==> src/rtl/chain_decoder.sv <==
// Elastic DEPTH-stage pipeline that subtracts one per stage, removing the +DEPTH
// offset from each encoded byte while preserving valid/ready flow control.
module chain_decoder #(
  parameter int WIDTH = 8,
  parameter int DEPTH = 20
) (
  input  logic             clk,
  input  logic             rst,
  input  logic             in_valid,
  output logic             in_ready,
  input  logic [WIDTH-1:0] in_data,
  output logic             out_valid,
  input  logic             out_ready,
  output logic [WIDTH-1:0] out_data,
  output logic [4:0]       occupancy
);

  logic [DEPTH-1:0] valid_q;
  logic [DEPTH-1:0] valid_d;
  logic [DEPTH-1:0] adv_s;
  logic [WIDTH-1:0] data_q [DEPTH];
  logic [WIDTH-1:0] data_d [DEPTH];
  logic [4:0]       occ_q;
  logic [4:0]       occ_d;
  logic             in_ready_s;
  logic             accept_s;
  logic             drain_s;

  // Advance chain, walked from the output back: a stage may move when the one
  // ahead of it is empty or moving this cycle.
  always_comb begin
    logic go;
    logic a;
    adv_s = '0;
    go    = out_ready;
    a     = 1'b0;
    for (int k = DEPTH - 1; k >= 0; k--) begin
      a        = valid_q[k] && go;
      adv_s[k] = a;
      go       = !valid_q[k] || a;
    end
    in_ready_s = go;
  end

  assign accept_s = in_valid && in_ready_s;
  assign drain_s  = adv_s[DEPTH-1];

  // Stage next-state: load from upstream (minus one), else clear on advance, else hold.
  always_comb begin
    valid_d = valid_q;
    for (int k = 0; k < DEPTH; k++) begin
      data_d[k] = data_q[k];
    end
    if (accept_s) begin
      valid_d[0] = 1'b1;
      data_d[0]  = in_data - WIDTH'(1);
    end else if (adv_s[0]) begin
      valid_d[0] = 1'b0;
    end else begin
      valid_d[0] = valid_q[0];
    end
    for (int k = 1; k < DEPTH; k++) begin
      if (adv_s[k-1]) begin
        valid_d[k] = 1'b1;
        data_d[k]  = data_q[k-1] - WIDTH'(1);
      end else if (adv_s[k]) begin
        valid_d[k] = 1'b0;
      end else begin
        valid_d[k] = valid_q[k];
      end
    end
  end

  // Occupancy moves only when exactly one of accept/drain happens.
  always_comb begin
    case ({accept_s, drain_s})
      2'b10:   occ_d = occ_q + 5'd1;
      2'b01:   occ_d = occ_q - 5'd1;
      default: occ_d = occ_q;
    endcase
  end

  // State registers with synchronous reset that also discards any offered transfer.
  always_ff @(posedge clk) begin
    if (rst) begin
      valid_q <= '0;
      occ_q   <= 5'd0;
      for (int k = 0; k < DEPTH; k++) begin
        data_q[k] <= '0;
      end
    end else begin
      valid_q <= valid_d;
      occ_q   <= occ_d;
      for (int k = 0; k < DEPTH; k++) begin
        data_q[k] <= data_d[k];
      end
    end
  end

  assign in_ready  = in_ready_s;
  assign out_valid = valid_q[DEPTH-1];
  assign out_data  = data_q[DEPTH-1];
  assign occupancy = occ_q;

endmodule
==> config.mk <==
export PLATFORM = sky130hd
export DESIGN_NAME = chain_decoder
export DESIGN_NICKNAME = d
export VERILOG_FILES = /design/src/rtl/chain_decoder.sv
export SDC_FILE = /design/constraint.sdc
export NUM_CORES = 1
export LEC_CHECK = 0
export BUFFER_PORTS_ARGS = -buffer_cell sky130_fd_sc_hd__buf_4
export CAP_MARGIN = 20
export CORE_ASPECT_RATIO = 0.8
export CORE_UTILIZATION = 63
export DETAILED_ROUTE_END_ITERATION = 12
export PLACE_DENSITY = 0.8
export SYNTH_ARGS = -nofsm -noshare
export SYNTH_HDL_FRONTEND = slang
export SYNTH_SLANG_ARGS = --single-unit
==> constraint.sdc <==
create_clock -name clk -period 4.7 [get_ports clk]
set_clock_uncertainty 0.2 [all_clocks]
set_input_delay 0.235 -clock clk [delete_from_list [all_inputs] [get_ports clk]]
set_output_delay 0.235 -clock clk [all_outputs]
set_load 0.01 [all_outputs]
==> results of run 1 <==
[stage by stage]
| stage | util | worst slack [ns] | cells |
|---|---|---|---|
| after floorplan | - | 1.33 | 1073 |
| after global placement | 0.664 | 1.18 | 1228 |
| after detailed placement | 0.664 | 1.07 | 1228 |
| after CTS | 0.706 | 0.997 | 1263 |
| after global routing | 0.707 | 0.749 | 1266 |
| final | 0.707 | 0.982 | 1266 |
[how the worst max path moves through the flow]
stage	start	end	slack [ns]	cells after the start
after global routing	out_ready	occupancy[4]	0.75	14
after floorplan	valid_q[19]	occupancy[4]	1.33	10
after global placement	valid_q[16]	occupancy[4]	1.18	11
final	out_ready	occupancy[4]	0.98	14
after detailed placement	valid_q[16]	occupancy[4]	1.07	11
after CTS	out_ready	occupancy[4]	1.0	14
[critical path: cells and delay by family]
family          cells  cell delay, ns
buf+inv             5            1.40
fa+ha+maj           2            0.62
compound gates      3            0.66
simple gates        2            0.36
mux                 2            0.57
[cells in the final DEF (no fill, tap or decap), drive strengths merged, types with 9 or more instances in the layout]
master and count:
a211oi 87, a21oi 53, a311oi 9, buf 39
clkbuf 25, dfxtp 185, ha 24, inv 67
mux2 10, mux2i 23, nand2 51, nand3 15
nor2 135, nor2b 9, nor3 25, nor4 20
o211a 18, o211ai 14, o21ai 37, o31ai 14
or4 19, xnor2 56, xor2 28
[registers in the layout, summed over array words and instances, names as in the netlist]
name	cells
occupancy	5
data_q	160
valid_q	20
[cell families (layout without fill, tap and decap cells)]
| kind of cell | Yosys count | in the layout | share of synthesized area |
|---|---|---|---|
| AOI/OAI and AO/OA | 285 | 285 | 0.219 |
| xor gates and xnor gates | 84 | 84 | 0.0791 |
| adders and majority gates | 25 | 25 | 0.0344 |
| buffers and inverters | 134 | 143 | 0.0584 |
| DFF | 185 | 185 | 0.398 |
| muxes | 33 | 33 | 0.0369 |
| and+or+nand+nor | 327 | 327 | 0.175 |
[area by class of cell]
type | instances | area, µm²
clock buffer | 24 | 492
clock inverter | 7 | 67.6
fill | 1140 | 4200
inverter | 68 | 255
multi-input combinational | 754 | 5060
sequential | 185 | 3700
tap | 184 | 230
timing repair buffer | 44 | 340
[power groups by stage]
stage | Combinational, W | Sequential (W) | Clock [W]
5_1_grt | 0.000229 | 0.00162 | 0.00145
6_report | 0.000204 | 0.00162 | 0.00136
4_1_cts | 0.000203 | 0.00162 | 0.00138
3_3_place_gp | 0.000194 | 0.00165 | 0
3_5_place_dp | 0.000197 | 0.00166 | 0
2_1_floorplan | 0.000155 | 0.00165 | 0
[per-layer routing]
metal	GRT usage	share of wire	up-vias
met4	0.0746	0.011	0
met2	0.386	0.43	105
li1	-	-	3879
met3	0.0631	0.044	24
met1	0.386	0.52	3478
met5	0	0	-
==> out/qor.yml, run 1 <==
status:
  outcome: "complete, no violations"
synthesis:
  synth_nets: 1110
  ys_warn_count: 0
  synth_top_cell_area_share: 0.398
  synthTopCellsByArea: "dfxtp_1, a211oi_1, nor2_1, xnor2_1, ha_1"
  seq_area_frac_synth: 0.398
  ys_seq_elements: 185
  ys_async_sr_fraction: 0
  yosys.area.top_type: "dfxtp_1"
  syn_avg_cell_area_um2: 8.67
  synth_common_cells: "dfxtp_1, nor2_1, a211oi_1, inv_1, xnor2_1"
  ys.flop_type: "dfxtp_1"
  syn_inst: 1073
  yosysMostFrequentCell: "dfxtp_1"
  netlist-cell-type-count: 56
  synth.cell_area_um2: 9300
  synth-edff-count: 0
timing:
  fmax_mhz: 269
  worst_slew_pin_slew_ns: 1.01
  min_period_ns: 3.72
  whs_ns: 0.0323
  fin_setup_tns_ns: 0
  hold_viol_final: 0
  slew-limit-headroom: 0.328
  slew_violations: 0
  setup_viol: 0
  period_share: 0.791
  rsz0062_at_grt: "false"
pwr:
  swShare: 0.227
  p_switching_w: 0.000724
  p_int_w: 0.00246
  ir_worst_vdd_mv: 0.287
  power.share.clock: 0.427
  combPwrFrac: 0.064
  power_density_nw_per_um2: 314
  p_seq_frac: 0.509
  leakagePower_nw: 4.22
  total_power_w: 0.00319
clock_tree:
  clk_pin_slew_ns: 0.06
  cts_tree: "done"
  hold_buffers: 4
  root_buffer: "clkbuf_16"
  htreeDepth: 4
  cts_made_buffers: 17
  cts_setup_buffers: 0
  cts.sinks: 185
  clock_latency_ns: 0.43
  ctsResizeCount: 0
  clockBufferDepth: 2
setup_path:
  crit_path_end_kind: "flip-flop"
  r2r_end: "occupancy[4]"
  startpoint_type: "input pin"
  worstPathArrival_ns: 3.84
  worstPathRequired_ns: 4.82
  rrSetupSlack_ns: 1.05
  path_common_cell: "buf_4"
  cp_cell_sequence: "dlygate4sd3_1 > buf_4 > and4b_1 > buf_4 > nand4_2 > buf_4 > o41ai_4 > buf_4 > ha_1 > ha_1 > a21o_1 > a21oi_1 > mux2i_1 > mux2_2"
  r2r-start: "valid_q[16]"
  rr_worst_depth: 11
  crit_fanout: 21
  max_stage_delay_ns: 0.55
  critical_path_class: "input pin to flip-flop"
  slowest_stage: "dlygate4sd3_1"
grt:
  grt_use_total: 0.265
  antenna_found_initial: 0
  grt_pass1_vias: 6874
  grt_pass1_wl_um: 32500
  globalRouteOverflowTotal: 0
  grt_max_degree: 86
placement:
  place_area_um2: 9520
  hpwlAfterDp_um: 12800
  gp_congestion: 0.844
  port_buffers: 26
routing:
  ant_nets: 0
  drcViolationCount: 0
  viasPerCell: 5.91
  drt-total-wl_um: 18800
  vias: 7486
  drt-wirelength-per-cell_um: 14.8
  drt_iter0_drc: 449
  firstDrtPassIters: 6
hold_path:
  hp-class: "input pin to flip-flop"
  min_to: "data_q[0][6]"
  min_from: "in_data[6]"
  hold_depth: 4
die:
  dieArea_um2: 15300
  start_util: 0.648
  die_w_um: 138
  core_area_um2: 14300
  rows: 39
  io_pins: 27
  die_h_um: 111
final_layout:
  drive_gt1_frac: 0.0896
  final_nets: 1107
  diodes: 0
  area_growth_pct: 9.05
  final_cell_area_um2: 10100
run:
  max-cap-violations: 0
Power figures use the tool's default switching activity.
==> inputs of run 2 (changes only) <==
--- a/config.mk
+++ b/config.mk
@@ -8,9 +8,9 @@
 export BUFFER_PORTS_ARGS = -buffer_cell sky130_fd_sc_hd__buf_4
 export CAP_MARGIN = 20
 export CORE_ASPECT_RATIO = 0.8
-export CORE_UTILIZATION = 63
+export CORE_UTILIZATION = 56
 export DETAILED_ROUTE_END_ITERATION = 12
-export PLACE_DENSITY = 0.8
+export PLACE_DENSITY = 0.76
 export SYNTH_ARGS = -nofsm -noshare
 export SYNTH_HDL_FRONTEND = slang
 export SYNTH_SLANG_ARGS = --single-unit
==> constraint.sdc (replaced) <==
create_clock -name clk -period 3.3 [get_ports clk]
set_clock_uncertainty 0.2 [all_clocks]
set_input_delay 0.165 -clock clk [delete_from_list [all_inputs] [get_ports clk]]
set_output_delay 0.165 -clock clk [all_outputs]
set_load 0.01 [all_outputs]
==> out/qor.yml, run 2 (synthesis results as in run 1) <==
setup_path:
  startpoint_type: "flip-flop"
  worstPathRequired_ns: 3.41
  crit_path_end_kind: "flip-flop"
  worstPathArrival_ns: 3.23
  critical_path_class: "flip-flop to flip-flop"
  crit_fanout: 7
  rr_worst_depth: 9
timing:
  slew-limit-headroom: 0.347
  min_period_ns: 3.12
  fmax_mhz: 321
  fin_setup_tns_ns: 0
  setup_viol: 0
  rsz0062_at_grt: "false"
  hold_viol_final: 0
  worst_slew_pin_slew_ns: 0.977
  slew_violations: 0
  period_share: 0.944
routing:
  drt-total-wl_um: 19500
  drcViolationCount: 0
  viasPerCell: 5.74
  drt_iter0_drc: 440
  vias: 7547
  firstDrtPassIters: 5
  drt-wirelength-per-cell_um: 14.9
  ant_nets: 0
pwr:
  power.share.clock: 0.440
  p_int_w: 0.00358
  combPwrFrac: 0.064
  ir_worst_vdd_mv: 0.315
  swShare: 0.231
  leakagePower_nw: 4.34
  p_switching_w: 0.00107
  power_density_nw_per_um2: 448
  p_seq_frac: 0.496
clock_tree:
  cts_tree: "done"
  cts_made_buffers: 17
  clock_latency_ns: 0.43
  clockBufferDepth: 2
  root_buffer: "clkbuf_16"
  clk_pin_slew_ns: 0.07
  cts_setup_buffers: 0
  htreeDepth: 4
  cts.sinks: 185
die:
  die_w_um: 146
  die_h_um: 117
  dieArea_um2: 17100
  start_util: 0.581
  rows: 41
  io_pins: 27
  core_area_um2: 16000
final_layout:
  finalNonFillerCells: 1315
  largest_reg_flops: 160
  layout.cells.most_common: "dfxtp_1"
  final_cell_mix: "dfxtp_1, nor2_1, a211oi_1"
  multi_input_area_um2: 5070
  diodes: 0
  drive_gt1_frac: 0.103
  regArea_um2: 3700
  nFillCells: 1369
  area_growth_pct: 11.7
  top_register: "data_q"
  final_nets: 1124
grt:
  antenna_found_initial: 0
  grt_max_degree: 145
  globalRouteOverflowTotal: 0
  grt_pass1_wl_um: 33400
  grt_pass1_vias: 6977
  grt_use_total: 0.239
placement:
  placed_cells: 1271
  port_buffers: 26
  hpwlAfterDp_um: 13000
  gp_congestion: 0.795
hold_path:
  hp-class: "input pin to flip-flop"
  hold_depth: 3
status:
  outcome: "complete, no violations"
run:
  max-cap-violations: 0
==> run 2: changes by cell type in the layout (fill, tap and decap cells not counted), moves of 2 or more <==
cell           previous run  this run
clkinv_2                  3         5
inv_6                     0         2
buf_12                    0         2
dlygate4sd3_1             4        10
buf_4                    39        49
clkbuf_1                  3         1
==> run 2: final timing paths <==
| check | start | slack, ns | to |
|---|---|---|---|
| setup / recovery | valid_q[6] | 0.18 | occupancy[4] |
| hold / removal | rst | 0.08 | valid_q[4] |
| setup reg to reg | valid_q[6] | 0.18 | occupancy[4] |
| hold reg to reg | data_q[1][31] | 0.28 | data_q[1][31] |
==> run 2: repair_timing <==
action                                  CTS  global route
resized for setup                         0             0
endpoints found under the setup margin    0             0
hold buffers                             10             0
endpoints found under the hold margin    10             0
==> run 2: per-layer routing <==
| layer | wire (µm) | vias up | track usage |
|---|---|---|---|
| met1 | 10100 | 3516 | 0.330 |
| met4 | 218 | 0 | 0.0701 |
| li1 | - | 3917 | - |
| met2 | 8640 | 96 | 0.380 |
| met3 | 563 | 18 | 0.0461 |
| met5 | 0 | - | 0 |
==> run 2: power groups by stage <==
stage	registers (W)	clock network, W	logic, W
floorplan	0.00234	0	0.000221
global placement	0.00236	0	0.000282
detailed placement	0.00236	0	0.000286
CTS	0.00231	0.00208	0.000298
global route	0.00231	0.00217	0.000335
finish	0.00231	0.00204	0.000298
==> run 2: worst max-delay path, cell delays in order, from the launching register on <==
cell     delay, ns
dfxtp_1       0.43
and4_1        0.30
nand4_4       0.17
o41ai_4       0.35
ha_2          0.31
ha_1          0.29
a21o_1        0.19
a21oi_1       0.19
mux2i_1       0.22
mux2_2        0.35
==> run 2: metrics by stage <==
| step | setup slack (ns) | power (W) | hold WS (ns) | utilization | instance area [µm²] |
|---|---|---|---|---|---|
| floorplan | 0.00710 | 0.00257 | 0.0853 | - | 9320 |
| global placement | 0.301 | 0.00264 | 0.221 | 0.605 | 9690 |
| detailed placement | 0.221 | 0.00264 | 0.220 | 0.605 | 9690 |
| CTS | 0.186 | 0.00469 | 0.102 | 0.648 | 10400 |
| global route | 0.0333 | 0.00482 | 0.109 | 0.649 | 10400 |
| finish | 0.184 | 0.00465 | 0.0794 | 0.649 | 10400 |
==> run 2: layout make-up <==
class                      count  share of cell area
timing repair buffer          61              0.0489
inverter                      68              0.0246
clock buffer                  21              0.0453
sequential                   185               0.356
tap                          215              0.0259
clock inverter                11              0.0113
multi-input combinational    754               0.488
==> inputs of run 3 (changes only) <==
--- a/config.mk
+++ b/config.mk
@@ -8,9 +8,9 @@
 export BUFFER_PORTS_ARGS = -buffer_cell sky130_fd_sc_hd__buf_4
 export CAP_MARGIN = 20
 export CORE_ASPECT_RATIO = 0.8
-export CORE_UTILIZATION = 56
+export CORE_MARGIN = 2
+export CORE_UTILIZATION = 35
 export DETAILED_ROUTE_END_ITERATION = 12
-export PLACE_DENSITY = 0.76
 export SYNTH_ARGS = -nofsm -noshare
 export SYNTH_HDL_FRONTEND = slang
 export SYNTH_SLANG_ARGS = --single-unit
==> out/qor.yml, run 3 (synthesis results as in run 1) <==
pwr:
  p_switching_w: 0.00113
  power.share.clock: 0.436
  total_power_w: 0.00462
  p_seq_frac: 0.498
  combPwrFrac: 0.065
  power_density_nw_per_um2: 437
  ir_worst_vdd_mv: 0.415
  swShare: 0.246
  leakagePower_nw: 4.35
  p_int_w: 0.00349
setup_path:
  critical_path_class: "flip-flop to flip-flop"
  max_stage_delay_ns: 0.44
  rr_worst_depth: 9
  worstPathArrival_ns: 3.24
  crit_path_end_kind: "flip-flop"
  slowest_stage: "dfxtp_1"
  worstSetupPathDepth: 9
  worstPathRequired_ns: 3.43
  crit_family: "compound AO/OA/AOI/OAI gates"
  worstSetupStartpoint: "valid_q[6]"
  startpoint_type: "flip-flop"
  r2r-start: "valid_q[6]"
  cp_cell_sequence: "and4_1 > nand4_4 > o41ai_4 > ha_4 > ha_1 > a21o_1 > a21oi_1 > mux2i_1 > mux2_2"
  crit_fanout: 7
  critPathBufInv: 0
routing:
  viasPerCell: 5.03
  drcViolationCount: 0
  drt-total-wl_um: 19400
  drt_iter0_drc: 326
  firstDrtPassIters: 5
  vias: 7355
  ant_nets: 0
  drt-wirelength-per-cell_um: 13.3
placement:
  gp_congestion: 0.765
  port_buffers: 26
  place_area_um2: 9870
  hpwlAfterDp_um: 13400
final_layout:
  nFillCells: 2582
  top_register: "data_q"
  largest_reg_flops: 160
  final_cell_area_um2: 10600
  regArea_um2: 3700
  drive_gt1_frac: 0.104
  multi_input_area_um2: 5080
  final_util: 0.404
  final_nets: 1129
  area_growth_pct: 13.7
  final_cell_mix: "dfxtp_1, nor2_1, a211oi_1"
  diodes: 0
  layout.cells.most_common: "dfxtp_1"
timing:
  rsz0062_at_grt: "false"
  hold_viol_final: 0
  worst_slew_pin_slew_ns: 0.971
  period_share: 0.944
  min_period_ns: 3.11
  fin_setup_tns_ns: 0
  whs_ns: 0.00943
  setup_viol: 0
  fmax_mhz: 321
  slew-limit-headroom: 0.351
  slew_violations: 0
status:
  outcome: "complete, no violations"
hold_path:
  hold_depth: 4
  min_from: "in_data[3]"
  hp-class: "input pin to flip-flop"
clock_tree:
  clock_latency_ns: 0.45
  cts.sinks: 185
  clockBufferDepth: 2
  cts_setup_buffers: 0
  htreeDepth: 4
  root_buffer: "clkbuf_16"
  cts_made_buffers: 17
  cts_tree: "done"
  clk_pin_slew_ns: 0.07
die:
  start_util: 0.355
  die_w_um: 186
  io_pins: 27
  die_h_um: 150
  core_area_um2: 26200
  rows: 53
  dieArea_um2: 27900
grt:
  antenna_found_initial: 0
  grt_max_degree: 66
  grt_pass1_vias: 6730
  grt_pass1_wl_um: 32900
  globalRouteOverflowTotal: 0
  grt_use_total: 0.146
run:
  max-cap-violations: 0
## run 3: cell types whose count changed in the layout (fill, tap and decap cells not counted), sizes merged
cell | before | now
dlygate4sd3 | 10 | 13
clkbuf | 21 | 19
bufinv | 2 | 1
inv | 69 | 71
buf | 51 | 53
## run 3: area by class of cell
type	count	share of cell area
Clock inverter	12	0.0110
Clock buffer	19	0.0428
Sequential cell	185	0.350
Timing Repair Buffer	66	0.0499
Inverter	68	0.0241
Tap cell	357	0.0422
Multi-Input combinational cell	754	0.480
## run 3: routing by layer
| metal | share of wire | GRT usage |
|---|---|---|
| met2 | 0.41 | 0.209 |
| met1 | 0.55 | 0.214 |
| met3 | 0.025 | 0.0265 |
| met5 | 0 | 0 |
| met4 | 0.015 | 0.0567 |
## run 3: power groups by stage
stage               combinational (W)  clock, W  sequential, W
finish                       0.000301   0.00202        0.00230
global route                 0.000337   0.00215        0.00231
CTS                          0.000302   0.00207        0.00230
detailed placement           0.000287         0        0.00236
global placement             0.000284         0        0.00235
floorplan                    0.000221         0        0.00234
## run 3: what timing repair did
action                                  CTS  global route
hold buffers                             13             0
endpoints found under the setup margin    0             1
resized for setup                         0             1
endpoints found under the hold margin    31             0
## run 3: stage by stage
| stage | cells | setup slack, ns |
|---|---|---|
| after global routing | 1461 | 0.0206 |
| after detailed placement | 1417 | 0.160 |
| after CTS | 1461 | 0.122 |
| final | 1461 | 0.186 |
| after floorplan | 1073 | 0.00710 |
| after global placement | 1417 | 0.276 |
## run 3: worst paths after layout
check                           slack, ns             to
worst max-delay path                 0.19   occupancy[4]
worst min register to register       0.28  data_q[1][31]
worst max register to register       0.19   occupancy[4]
worst min-delay path                0.009   data_q[0][3]
## run 3: tightest hold or removal path: cells and delay by family
family | cells | cell delay, ns
compound gates | 2 | 0.21
buf+inv | 1 | 0.09
mux | 1 | 0.15
